--- src/rtl/bcd_pkg.sv ---
// Shared types and constants for the sequential binary-to-BCD converter.
// Consumers: bin_bcd_seq, bcd_add3.
`timescale 1ns/1ps
package bcd_pkg;

  typedef enum logic {
    IDLE  = 1'b0,
    SHIFT = 1'b1
  } state_e;

  localparam logic [3:0] BCD_BLANK = 4'hF;

  // Smallest digit count d with 10^d > 2^bin_w.
  function automatic int min_digits(input int bin_w);
    logic [255:0] pow2;
    logic [255:0] p10;
    int           d;
    pow2 = 256'd1 << bin_w;
    p10  = 256'd1;
    d    = 0;
    while (p10 <= pow2) begin
      p10 = p10 * 256'd10;
      d++;
    end
    return d;
  endfunction

endpackage

--- src/rtl/bcd_add3.sv ---
// Double-dabble digit correction: add 3 when the digit is 5 or more.
// Purely combinational, one instance per BCD digit.
`timescale 1ns/1ps
module bcd_add3 (
  input  logic [3:0] d_i,
  output logic [3:0] d_o
);

  assign d_o = (d_i >= 4'd5) ? d_i + 4'd3 : d_i;

endmodule

--- src/rtl/bin_bcd_seq.sv ---
// Iterative double-dabble converter, one bit per cycle, result held.
// Optional macro BCD_LEADING_ZERO_BLANK_EN blanks leading zero digits.
`timescale 1ns/1ps
module bin_bcd_seq
  import bcd_pkg::*;
#(
  parameter int BIN_W  = 24,
  parameter int DIGITS = 8
) (
  input  logic                  clk,
  input  logic                  rst,
  input  logic [BIN_W-1:0]      bin_in,
  input  logic                  start,
  output logic                  ready,
  output logic [4*DIGITS-1:0]   bcd_out,
  output logic                  valid
);

  localparam int SW = 4 * DIGITS;
  localparam int CW = (BIN_W > 1) ? $clog2(BIN_W) : 1;
  localparam logic [CW-1:0] CNT_LAST = CW'(BIN_W - 1);

  if (DIGITS < min_digits(BIN_W)) begin : g_chk
    $error("bin_bcd_seq: DIGITS too small for BIN_W");
  end

  state_e           state_q, state_d;
  logic [CW-1:0]    cnt_q, cnt_d;
  logic [BIN_W-1:0] bin_q, bin_d;
  logic [SW-1:0]    scr_q, scr_d;
  logic [SW-1:0]    bcd_q, bcd_d;
  logic             valid_q, valid_d;

  logic [SW-1:0]       adj;
  logic [SW+BIN_W-1:0] sh;
  logic [SW-1:0]       res;
  logic                lz;

  for (genvar g = 0; g < DIGITS; g++) begin : g_add3
    bcd_add3 u_add3 (
      .d_i (scr_q[4*g +: 4]),
      .d_o (adj[4*g +: 4])
    );
  end

  always_comb begin
    sh = {adj, bin_q} << 1;
    res = sh[SW+BIN_W-1:BIN_W];
    lz = 1'b1;
`ifdef BCD_LEADING_ZERO_BLANK_EN
    for (int i = DIGITS - 1; i >= 1; i--) begin
      lz = lz && (res[4*i +: 4] == 4'd0);
      if (lz) res[4*i +: 4] = BCD_BLANK;
    end
`endif
  end

  always_comb begin
    state_d = state_q;
    cnt_d   = cnt_q;
    bin_d   = bin_q;
    scr_d   = scr_q;
    bcd_d   = bcd_q;
    valid_d = 1'b0;
    unique case (state_q)
      IDLE: begin
        if (start) begin
          bin_d   = bin_in;
          scr_d   = '0;
          cnt_d   = CNT_LAST;
          state_d = SHIFT;
        end
      end
      SHIFT: begin
        scr_d = sh[SW+BIN_W-1:BIN_W];
        bin_d = sh[BIN_W-1:0];
        cnt_d = cnt_q - 1'b1;
        if (cnt_q == '0) begin
          bcd_d   = res;
          valid_d = 1'b1;
          state_d = IDLE;
        end
      end
      default: state_d = IDLE;
    endcase
  end

  always_ff @(posedge clk or negedge rst) begin
    if (!rst) begin
      state_q <= IDLE;
      cnt_q   <= '0;
      bin_q   <= '0;
      scr_q   <= '0;
      bcd_q   <= '0;
      valid_q <= 1'b0;
    end else begin
      state_q <= state_d;
      cnt_q   <= cnt_d;
      bin_q   <= bin_d;
      scr_q   <= scr_d;
      bcd_q   <= bcd_d;
      valid_q <= valid_d;
    end
  end

  assign ready   = (state_q == IDLE);
  assign bcd_out = bcd_q;
  assign valid   = valid_q;

endmodule

--- config.mk ---
export PLATFORM = sky130hd
export DESIGN_NAME = bin_bcd_seq
export DESIGN_NICKNAME = d
export VERILOG_FILES = /design/src/rtl/bcd_pkg.sv /design/src/rtl/bcd_add3.sv /design/src/rtl/bin_bcd_seq.sv
export SDC_FILE = /design/constraint.sdc
export NUM_CORES = 1
export LEC_CHECK = 0
export BUFFER_PORTS_ARGS = -buffer_cell sky130_fd_sc_hd__buf_2
export CAP_MARGIN = 15
export CORE_AREA = 2 2 94 96
export DETAILED_ROUTE_END_ITERATION = 16
export DIE_AREA = 0 0 96 98
export PLACE_DENSITY = 0.76
export REMOVE_ABC_BUFFERS = 1
export SLEW_MARGIN = 20
export SYNTH_ARGS = -nofsm -noshare
export SYNTH_HDL_FRONTEND = slang
export SYNTH_HIERARCHICAL = 1
export SYNTH_SLANG_ARGS = --single-unit
--- constraint.sdc ---
create_clock -name clk -period 3.7 [get_ports clk]
set_clock_uncertainty 0.05 [all_clocks]
set_input_delay 0.185 -clock clk [delete_from_list [all_inputs] [get_ports clk]]
set_output_delay 0.185 -clock clk [all_outputs]
set_load 0.01 [all_outputs]
## Word level (Yosys, flattened, before mapping)

Cells that the tools add are included.

- Equality and inequality tests: 1
- Reductions and logical operators: 2
- Order comparisons: 8
- Multiplexer cells: 19
- Bitwise gates (word level): 1
- Add/sub/neg operators: 9

Operator list:

| kind | number |
|---|---|
| one-hot mux 32 bit (2 select lines) | 1 |
| one-hot mux 24 bit (2 select lines) | 1 |
| >= comparator 4 x 3 -> 1 bit, second input constant | 8 |
| two-way mux 32 bit | 1 |
| adder 4 x 2 -> 4 bit, second input constant | 7 |
| two-way mux 4 bit | 7 |
| two-way mux 24 bit | 1 |
| one-hot mux 5 bit (2 select lines) | 1 |
| logical NOT 5 bit | 1 |
| two-way mux 5 bit | 1 |
| subtractor 5 x 1 -> 5 bit, second input constant | 1 |
| two-way mux 1 bit | 4 |
| adder 3 x 2 -> 3 bit, second input constant | 1 |
| two-way mux 3 bit | 1 |
| != test 2 bit, second input constant | 1 |
| one-hot mux 1 bit (2 select lines) | 1 |
| AND reduction 2 bit | 1 |
| inverter 1 bit | 1 |

- Output and inout port bits: 34
- Bits in registers: 95

## Longest topological paths before layout

- Depth after elaboration: 3
- Depth in mapped cells: 6
- Gate-level depth less buffers: 6

## By module

Netlist, hierarchy kept.

By module, submodules not included:

| module | area each (um^2) | instances | cells each |
|---|---|---|---|
| bin_bcd_seq | 3709.8 | 1 | 272 |
| bcd_add3 | 101.3 | 8 | 16 |

## Worst setup path after synthesis

OpenSTA, ideal clock, no wires.

- Path kind: register to register
- Start point: register cnt_q[0]
- End point: register bcd_q[10] (netlist: bcd_out[10])
- Arrival: 1.560 ns
- Cell stages (with the launch flop): 7
- Slack: 1.965 ns
- Setup time: 0.125 ns
- Cells stage by stage: dfrtp_1 -> inv_1 -> ha_1 -> nand2_2 -> nor4_4 -> buf_6 -> mux2_2

- Longest elaborated chain between the ends: 2

Ends and longest elaborated chain:

| item | line | RTL |
|---|---|---|
| from (decl) | bin_bcd_seq.sv:28 | `logic [CW-1:0] cnt_q, cnt_d;` |
| from (signal assigned) | bin_bcd_seq.sv:98 | `cnt_q <= cnt_d;` |
| logical NOT 5 bit | bin_bcd_seq.sv:78 | `if (cnt_q == '0) begin` |
| AND reduction 2 bit (no line) | - |  |
| to (signal assigned) | bin_bcd_seq.sv:94 | `bcd_q <= '0;` |
| to (signal assigned) | bin_bcd_seq.sv:101 | `bcd_q <= bcd_d;` |
| to (decl) | bin_bcd_seq.sv:31 | `logic [SW-1:0] bcd_q, bcd_d;` |

No other way between the ends.
A chain may end at the register's enable or synchronous reset.

## Worst setup path after layout

- Start point: register cnt_q[0]
- End point: register bcd_q[7] (netlist: bcd_out[7])

The elaborated chain is that of the path after synthesis.

==> out/summary.txt <==
status - finished clean
initial antenna violation count - 0
r2r setup slk - 1.57 ns
M3 GR Usage - 0.04321
io pins - 61
CTS Buf Count - 9
WP data required - 3.89 ns
gr busiest metal - met2
crit path cell chain - inv_1 > ha_1 > nand2_2 > nor4_4 > buf_12 > mux2_2
worst rel slew slack - 0.4137
first-pass GRT wire length - 13410 um
core area - 0.008466 mm2
die width - 96 um
Seq pwr share - 0.415
FP Rows - 34
Cells after Synth - 396
PortBufs - 60
area of the multi-input gates - 0.001952 mm2
fmax - 470.5 MHz
nets - 497
Logic pwr share - 0.436
slowest cell on the critical path - nor4_4
CP endpoint kind - flop
die area - 0.009408 mm2
Num Clock Sinks - 95
Remaining DRCs - 0
CP Launch Point - cnt_q[0]
Register Area - 0.002379 mm2
worst vdd ir - 343.6 uV
Setup crit end - bcd_out[7]
pin count of the biggest net entering global routing - 88
final setup fails - 0
syn avg cell area - 11.37 um2
# fillers - 717
CTS tree - done
worst hold-check path type - in -> reg
vias in the first global route - 2888
Stages on worst setup path - 6
Clk pwr share - 0.149
Die H - 98 um
worst reg2reg path startpoint - cnt_q[0]
drt via density - 5.389
R2R depth - 6
worst hold start - bin_in[0]
MaxCap Viol Count - 0
Synth Warn # - 6
switching power - 1640 uW
final instance area - 0.005081 mm2
CP Class - reg -> reg
crit path launch type - flop
critical path's largest stage delay - 0.58 ns
CP arrival - 2.31 ns
M2 GR Usage - 0.2746
setup TNS - 0 ns
Final min period - 2.126 ns
ANT cells - 0
gr ovfl total - 0
# H-tree levels - 3
RSZ-0062 raised after global routing - no
part of the cycle the worst path needs - 0.5745
routed via count - 3050
switching share of total power - 0.3706
Starting Density - 0.5316
overall routing resource usage - 0.1787
PwrDens - 870.9 mW/mm2
placed inst area - 0.004882 mm2
clock latency on the worst-skew pair - 0.35 ns
P_leak - 0.002539 uW
Antenna Nets Post-Route - 0
GPL Wtd Cong - 0.7917
crit path max fanout - 25
area grow syn2layout - 12.90%
Internal - 2785 uW
post-DP HPWL - 5262 um
synthesized area - 0.004501 mm2
Slew @ Worst Pin - 0.8795 ns
ratio of cells with drive above 1 in the final layout - 0.2664
fin. max-slew vios - 0
DR iter-0 viols - 108
Routed WL - 7742 um
Final Hold Violating Endpoints - 0
worst reg2reg endpoint - bcd_out[7]
Avg WL per Cell - 13.68 um
CTS Root Cell - clkbuf_8
CTS max path bufs - 2
Top Family by Delay on Critical Path - simple AND/OR/NAND/NOR gates
WP buf/inv - 2
GRT met1 Usage - 0.2490
clk slew on worst S/H paths - 0.09 ns
Initial DRT Pass Iterations - 5
-- stage by stage --
step                      hold slack [ns]  power [uW]  std cells    util  worst slack [ns]
after floorplan                   -0.1606        3261        377       -            0.3124
after global placement             0.3088        3721        549  0.5767             1.630
after detailed placement           0.3125        3813        549  0.5767             1.516
after CTS                         0.02993        4481        566  0.6002             1.509
after global routing              0.03796        4811        566  0.6002             1.395
final                             0.03473        4425        566  0.6002             1.574
-- area by class of cell --
type / count / share of cell area
flip-flops and latches: 95 / 0.4681
multi-input cells: 263 / 0.3841
repair buffers: 65 / 0.06993
well taps: 108 / 0.02659
clock buffers: 10 / 0.02512
inverters: 19 / 0.01404
clock inverters: 6 / 0.01207
-- per-layer routing --
layer / routed length [um] / vias to the layer above
met2: 3681 / 60
met1: 3575 / 1497
met5: 0 / -
met4: 93 / 0
li1: - / 1484
met3: 391 / 9
-- sequential cells by signal, indices dropped and copies added (netlist names) --
name	cells
scr_q	32
cnt_q	5
bcd_out	32
state_q	1
valid	1
bin_q	24
-- repair_timing --
item | CTS | global route
hold buffers | 1 | 0
endpoints found under the hold margin | 71 | 0
setup buffers | 0 | 0
gates resized for setup | 0 | 0
-- worst min-delay path: stages --
cell,delay [ns]
buf_2,0.07
mux2i_1,0.05
nor2_1,0.08
-- power by group through the flow --
| stage | registers [uW] | logic [uW] | clock network (uW) |
|---|---|---|---|
| final | 1830 | 1930 | 659 |
| after global routing | 1900 | 2190 | 717 |
| after CTS | 1840 | 1970 | 676 |
| after detailed placement | 1860 | 1960 | 0 |
| after global placement | 1830 | 1890 | 0 |
| after floorplan | 1900 | 1360 | 0 |
-- cell usage in the layout, fill, tap and decap left out, types with 3 or more instances in the layout --
cell       n
a21oi_1    3
a21oi_2    8
a22o_1    32
buf_2     59
buf_4      4
clkbuf_8   9
clkinv_2   3
dfrtp_1   94
ha_1      17
inv_1     19
mux2_2    31
mux2i_1   32
nand2_1   56
nand2b_1  15
nor2_1    11
nor3_1     4
o21ai_0   30
o21ai_1    7
xnor2_1   10
-- worst min path at each step --
stage,slack [ns],cells after the start,to
floorplan,-0.16,0,bcd_out[0]
global placement,0.31,1,scr_q[11]
detailed placement,0.31,1,bcd_out[9]
CTS,0.03,3,bin_q[0]
global route,0.04,3,bin_q[0]
finish,0.03,3,bin_q[0]
Note: power is estimated with default switching activity, not from simulation.
